<file path="src/rtl/am_next_addr_ctrl.sv">
// Microinstruction pipeline register and next-address control for Am2909 sequencer slices.
// Decodes the pipelined opcode with a polarity-adjusted condition and an internal loop counter.
module am_next_addr_ctrl #(
  parameter int unsigned AW = 12,
  parameter int unsigned CW = 12
) (
  input  logic          CP,
  input  logic          MR,
  input  logic          PLE,
  input  logic [3:0]    UI,
  input  logic [AW-1:0] UD,
  input  logic [1:0]    USEL,
  input  logic          UPOL,
  input  logic          URE,
  input  logic [3:0]    CC,
  output logic [1:0]    S,
  output logic          FE,
  output logic          PUP,
  output logic          RE,
  output logic          ZERO,
  output logic          CI,
  output logic [1:0]    DSEL,
  output logic [AW-1:0] D_OUT,
  output logic          CNT_Z
);

  typedef enum logic [3:0] {
    OpJz   = 4'd0,  OpCjs  = 4'd1,  OpJmap = 4'd2,  OpCjp  = 4'd3,
    OpPush = 4'd4,  OpJsrp = 4'd5,  OpCjv  = 4'd6,  OpJrp  = 4'd7,
    OpRfct = 4'd8,  OpRpct = 4'd9,  OpCrtn = 4'd10, OpCjpp = 4'd11,
    OpLdct = 4'd12, OpLoop = 4'd13, OpCont = 4'd14, OpTwb  = 4'd15
  } op_e;

  localparam logic [1:0] SrcPc = 2'b00, SrcAr = 2'b01, SrcStk = 2'b10, SrcD = 2'b11;

  logic [3:0]    p_ui_q;
  logic [AW-1:0] p_ud_q;
  logic [1:0]    p_sel_q;
  logic          p_pol_q;
  logic          p_re_q;
  logic [CW-1:0] cnt_q, cnt_d;
  logic [CW-1:0] load_val;
  logic          cnt_load, cnt_dec;
  logic          pass, cz;

  if (CW > AW) begin : g_cnt_ext
    assign load_val = {{(CW - AW){1'b0}}, p_ud_q};
  end else begin : g_cnt_trunc
    assign load_val = p_ud_q[CW-1:0];
  end

  assign pass  = CC[p_sel_q] ^ p_pol_q;
  assign cz    = (cnt_q == '0);
  assign CNT_Z = cz;
  assign D_OUT = p_ud_q;

  // Pipeline and counter only advance while the pipeline is loading; hold freezes both.
  always_ff @(posedge CP or negedge MR) begin
    if (!MR) begin
      p_ui_q  <= '0;
      p_ud_q  <= '0;
      p_sel_q <= '0;
      p_pol_q <= 1'b0;
      p_re_q  <= 1'b0;
      cnt_q   <= '0;
    end else if (!PLE) begin
      p_ui_q  <= UI;
      p_ud_q  <= UD;
      p_sel_q <= USEL;
      p_pol_q <= UPOL;
      p_re_q  <= URE;
      cnt_q   <= cnt_d;
    end
  end

  always_comb begin
    cnt_d = cnt_q;
    if (cnt_load) begin
      cnt_d = load_val;
    end else if (cnt_dec) begin
      cnt_d = cnt_q - 1'b1;
    end
  end

  always_comb begin
    S        = SrcPc;
    FE       = 1'b1;
    PUP      = 1'b0;
    RE       = p_re_q;
    ZERO     = 1'b1;
    CI       = ~PLE;
    DSEL     = 2'b00;
    cnt_load = 1'b0;
    cnt_dec  = 1'b0;
    unique case (op_e'(p_ui_q))
      // JZ also masks the AR load so a cleared pipeline is inert.
      OpJz: begin
        ZERO = 1'b0;
        RE   = 1'b1;
      end
      OpCjs: begin
        if (pass) begin
          S   = SrcD;
          FE  = 1'b0;
          PUP = 1'b1;
        end
      end
      OpJmap: begin
        S    = SrcD;
        DSEL = 2'b01;
      end
      OpCjp: begin
        if (pass) S = SrcD;
      end
      OpPush: begin
        FE       = 1'b0;
        PUP      = 1'b1;
        cnt_load = pass;
      end
      OpJsrp: begin
        FE  = 1'b0;
        PUP = 1'b1;
        S   = pass ? SrcD : SrcAr;
      end
      OpCjv: begin
        if (pass) begin
          S    = SrcD;
          DSEL = 2'b10;
        end
      end
      OpJrp: begin
        S = pass ? SrcD : SrcAr;
      end
      OpRfct: begin
        if (!cz) begin
          S       = SrcStk;
          cnt_dec = 1'b1;
        end else begin
          FE = 1'b0;
        end
      end
      OpRpct: begin
        if (!cz) begin
          S       = SrcD;
          cnt_dec = 1'b1;
        end
      end
      OpCrtn: begin
        if (pass) begin
          S  = SrcStk;
          FE = 1'b0;
        end
      end
      OpCjpp: begin
        if (pass) begin
          S  = SrcD;
          FE = 1'b0;
        end
      end
      OpLdct: begin
        cnt_load = 1'b1;
      end
      OpLoop: begin
        if (pass) FE = 1'b0;
        else      S  = SrcStk;
      end
      OpCont: begin
        S = SrcPc;
      end
      OpTwb: begin
        if (pass) begin
          FE = 1'b0;
        end else if (!cz) begin
          S       = SrcStk;
          cnt_dec = 1'b1;
        end else begin
          S  = SrcD;
          FE = 1'b0;
        end
      end
      default: ;
    endcase
  end

endmodule
</file>
<file path="config.mk">
export PLATFORM = sky130hd
export DESIGN_NAME = am_next_addr_ctrl
export DESIGN_NICKNAME = d
export VERILOG_FILES = /design/src/rtl/am_next_addr_ctrl.sv
export SDC_FILE = /design/constraint.sdc
export NUM_CORES = 1
export LEC_CHECK = 0
export ABC_CLOCK_PERIOD_IN_PS = 4600
export CELL_PAD_IN_SITES_DETAIL_PLACEMENT = 0
export CELL_PAD_IN_SITES_GLOBAL_PLACEMENT = 1
export CORE_MARGIN = 2
export CORE_UTILIZATION = 39
export CTS_BUF_LIST = sky130_fd_sc_hd__clkbuf_16
export DETAILED_ROUTE_END_ITERATION = 16
export GPL_TIMING_DRIVEN = 1
export PLACE_DENSITY = 0.81
export SETUP_SLACK_MARGIN = 0.02
export SYNTH_ARGS = -nofsm -noshare
export SYNTH_HDL_FRONTEND = slang
export SYNTH_SLANG_ARGS = --single-unit
</file>
<file path="constraint.sdc">
create_clock -name CP -period 4.6 [get_ports CP]
set_input_delay 0.92 -clock CP [delete_from_list [all_inputs] [get_ports CP]]
set_output_delay 0.92 -clock CP [all_outputs]
set_load 0.05 [all_outputs]
</file>
==> metrics.txt <==
# TYPE chip_impl_metric gauge
chip_impl_info{name="status",value="completed"} 1
chip_impl_info{name="class_of_the_worst_hold_path",value="register to register"} 1
chip_impl_metric{name="drt_pass1_iterations",unit=""} 4
chip_impl_metric{name="upper_clock_frequency_limit",unit="MHz"} 235
chip_impl_metric{name="cts.repair.resized",unit=""} 0
chip_impl_info{name="cts_root_buf",value="sky130_fd_sc_hd__clkbuf_16"} 1
chip_impl_metric{name="post-synth-top-area-fraction",unit=""} 0.432
chip_impl_metric{name="setup-tns-final",unit="ps"} 0
chip_impl_metric{name="dpl_worst_slack",unit="ps"} 342
chip_impl_info{name="critical_path_class",value="input port to output port"} 1
chip_impl_metric{name="layout.nets",unit=""} 265
chip_impl_metric{name="detailedRoute.firstIterationViolations",unit=""} 120
chip_impl_metric{name="setup_slack",unit="ps"} 340
chip_impl_metric{name="rrSetupSlack",unit="ps"} 2150
chip_impl_metric{name="netlist-cell-type-count",unit=""} 44
chip_impl_metric{name="grt_usage",unit=""} 0.173
chip_impl_metric{name="power_leakage",unit="nW"} 0.976
chip_impl_info{name="yosys-top-cells-count",value="32 x sky130_fd_sc_hd__dfrtp_1, 24 x sky130_fd_sc_hd__nor2_1, 20 x sky130_fd_sc_hd__mux2_2"} 1
chip_impl_metric{name="ctsHtreeMaxLevel",unit=""} 2
chip_impl_metric{name="drt-vias-per-instance",unit=""} 5.45
chip_impl_metric{name="global_route_wire_length_before_repair",unit="um"} 6940
chip_impl_metric{name="overflow",unit=""} 0
chip_impl_metric{name="antenna_found_initial",unit=""} 0
chip_impl_metric{name="slew-limit-headroom",unit=""} 0.432
chip_impl_metric{name="detail-route-antenna-nets",unit=""} 0
chip_impl_metric{name="post_route_cells_drive_above_1_share",unit=""} 0.140
chip_impl_metric{name="antenna_diodes",unit=""} 0
chip_impl_metric{name="cp.required",unit="ps"} 3680
chip_impl_metric{name="area_growth_syn_to_fin",unit="%"} 35.3
chip_impl_info{name="rsz_0062_raised_after_global_routing",value="no"} 1
chip_impl_metric{name="port_buffers",unit=""} 48
chip_impl_metric{name="clk_transition_reported_paths",unit="ps"} 50
chip_impl_info{name="endpoint_kind",value="output port"} 1
chip_impl_metric{name="maximum_count_of_clock_buffers_along_a_single_path",unit=""} 2
chip_impl_metric{name="yosys.area_share.simple",unit=""} 0.222
chip_impl_metric{name="num_io_pins",unit=""} 49
chip_impl_metric{name="finalSetupViolations",unit=""} 0
chip_impl_metric{name="yosys.area_share.xor_xnor",unit=""} 0.0290
chip_impl_info{name="ys.flop_type",value="sky130_fd_sc_hd__dfrtp_1"} 1
chip_impl_metric{name="number_of_synthesized_flops_with_an_enable_pin",unit=""} 0
chip_impl_metric{name="gpl.final_weighted_congestion",unit=""} 0.806
chip_impl_metric{name="clk_lat_worst_skew",unit="ps"} 270
chip_impl_metric{name="dpl-instance-area",unit="sq mm"} 0.00237
chip_impl_metric{name="vias",unit=""} 1580
chip_impl_metric{name="fin_worst_skew",unit="ps"} 2.51
chip_impl_metric{name="timing.hold.ws",unit="ps"} 496
chip_impl_metric{name="ys_ff_latch",unit=""} 32
chip_impl_info{name="synth_largest_area_cell",value="sky130_fd_sc_hd__dfrtp_1"} 1
chip_impl_metric{name="synth_nets",unit=""} 219
chip_impl_metric{name="post-route-period-util",unit=""} 0.926
chip_impl_info{name="synth_area_leaders",value="sky130_fd_sc_hd__dfrtp_1 43%, sky130_fd_sc_hd__mux2_2 12%, sky130_fd_sc_hd__nor2_1 4.9%, sky130_fd_sc_hd__nand3_1 3.2%, sky130_fd_sc_hd__nor3_1 2.7%"} 1
chip_impl_metric{name="grt_start_max_net_pins",unit=""} 33
chip_impl_metric{name="post_cts_buffers",unit=""} 0
chip_impl_metric{name="dp_hpwl",unit="um"} 3050
chip_impl_metric{name="stdcell_area",unit="sq mm"} 0.00251
chip_impl_metric{name="ys_warn_count",unit=""} 0
chip_impl_metric{name="first_global_vias",unit=""} 1434
chip_impl_metric{name="place_inst",unit=""} 283
chip_impl_metric{name="final_cell_count_no_fill",unit=""} 290
chip_impl_metric{name="cts_num_sinks",unit=""} 32
chip_impl_metric{name="drv_cap",unit=""} 0
chip_impl_metric{name="vdd_drop_max",unit="uV"} 194
chip_impl_info{name="synth_most_common_cell",value="sky130_fd_sc_hd__dfrtp_1"} 1
chip_impl_metric{name="postSynthAreaPerCell",unit="sq um"} 9.75
chip_impl_metric{name="final_min_period",unit="ps"} 4260
chip_impl_metric{name="syn_inst",unit=""} 190
chip_impl_metric{name="fp.dieArea",unit="sq mm"} 0.00532
chip_impl_metric{name="crit_fanout",unit=""} 4
chip_impl_metric{name="timing_max_transition_violations_final",unit=""} 0
chip_impl_metric{name="routed_wire_length_per_instance",unit="um"} 14.9
chip_impl_metric{name="cellPowerDensity",unit="mW/mm^2"} 423
chip_impl_metric{name="post_synthesis_compound_gate_area_fraction",unit=""} 0.122
chip_impl_metric{name="design.core.area",unit="sq mm"} 0.00466
chip_impl_metric{name="cts_hold_repair.buffers",unit=""} 0
chip_impl_metric{name="totalWireLength",unit="um"} 4310
chip_impl_metric{name="placement_rows",unit=""} 25
chip_impl_metric{name="syn-cell-area",unit="sq mm"} 0.00185
chip_impl_metric{name="die_span_in_y",unit="um"} 72.9
chip_impl_metric{name="die_w",unit="um"} 72.9
chip_impl_info{name="critical_path.startpoint_type",value="input port"} 1
chip_impl_info{name="synth_top_family_by_area",value="simple AND/OR/NAND/NOR gates"} 1
chip_impl_metric{name="hold_viol_final",unit=""} 0
chip_impl_info{name="tritoncts",value="done"} 1
chip_impl_metric{name="synth_adder_area_share",unit=""} 0.0135
chip_impl_metric{name="crit_arrival",unit="ps"} 3340
chip_impl_metric{name="post_synth_mux_area_share",unit=""} 0.144
chip_impl_metric{name="yosysSeqAreaShare",unit=""} 0.432
chip_impl_metric{name="tritoncts.num_buffers",unit=""} 5
chip_impl_metric{name="effective_utilization_at_floorplan",unit=""} 0.398
chip_impl_metric{name="drc",unit=""} 0
chip_impl_metric{name="tightestPinTransition",unit="ps"} 849
chip_impl_metric{name="ys_async_sr_fraction",unit=""} 1.00
layout make-up:
type                            count  area [sq um]
Clock inverter                      2          8.76
Fill cell                         425          2150
Multi-Input combinational cell    141           983
Inverter                            5          18.8
Timing Repair Buffer               51           503
Clock buffer                        5           125
Tap cell                           54          67.6
Sequential cell                    32           801
metal layers:
metal / routed length [um] / global-route usage / share of wire / vias up
met1: 2080 / 0.232 / 0.48 / 748
li1: - / - / - / 786
met2: 1970 / 0.265 / 0.46 / 39
met4: 69 / 0.0617 / 0.016 / 0
met3: 197 / 0.0525 / 0.046 / 7
met5: 0 / 0 / 0 / -
per-stage QoR:
step | power [mW] | util
2_1_floorplan | 0.648 | -
3_3_place_gp | 0.755 | 0.509
3_5_place_dp | 0.761 | 0.509
4_1_cts | 1.07 | 0.538
5_1_grt | 1.12 | 0.538
6_report | 1.06 | 0.538
power by group:
| part | switching (mW) | internal [mW] | total, mW | leakage (nW) |
|---|---|---|---|---|
| Combinational | 0.186 | 0.148 | 0.335 | 0.537 |
| Clock | 0.109 | 0.194 | 0.302 | 0.0709 |
| Sequential | 0.0775 | 0.345 | 0.423 | 0.369 |
cell usage in the layout, fill, tap and decap left out, types with 4 or more instances in the layout:
master and count:
sky130_fd_sc_hd__clkbuf_16 5, sky130_fd_sc_hd__dfrtp_1 32, sky130_fd_sc_hd__nand3_1 12, sky130_fd_sc_hd__a21oi_1 7, sky130_fd_sc_hd__clkdlybuf4s50_1 48, sky130_fd_sc_hd__a311oi_1 5, sky130_fd_sc_hd__o22ai_1 4, sky130_fd_sc_hd__nand2b_1 6
sky130_fd_sc_hd__inv_1 6, sky130_fd_sc_hd__mux2_2 20, sky130_fd_sc_hd__nor3_1 10, sky130_fd_sc_hd__nor2_1 24, sky130_fd_sc_hd__o21ai_0 5, sky130_fd_sc_hd__nand2_1 7
cell families (layout without fill, tap and decap cells):
group | after synthesis | after routing
AND/OR/NAND/NOR | 78 | 78
AO/OA/AOI/OAI | 34 | 34
flip-flops | 32 | 32
multiplexers | 23 | 23
buffers and inverters | 17 | 63
XOR/XNOR | 4 | 4
adder cells (fa/ha/maj) | 2 | 2
sequential cells by signal, summed over array words and instances (netlist names):
register  count
p_re_q        1
p_pol_q       1
p_ui_q        4
D_OUT        12
p_sel_q       2
cnt_q        12
worst max-delay path, cell delays in order:
cell,delay (ps)
sky130_fd_sc_hd__clkdlybuf4s50_1,410
sky130_fd_sc_hd__mux4_2,550
sky130_fd_sc_hd__xor2_1,290
sky130_fd_sc_hd__nor2_1,100
sky130_fd_sc_hd__nor2_1,90
sky130_fd_sc_hd__o21ai_0,80
sky130_fd_sc_hd__nand3b_1,100
sky130_fd_sc_hd__clkdlybuf4s50_1,800
final timing paths:
check	end	from	cells past startpoint
min in group asynchronous	D_OUT[9]	MR	2
min	p_re_q	p_re_q	1
min reg2reg	p_re_q	p_re_q	1
max reg2reg	cnt_q[3]	cnt_q[4]	6
max	S[1]	CC[3]	8
max in group asynchronous	p_ui_q[0]	MR	2
No activity file was read; power rests on OpenSTA's default activity.
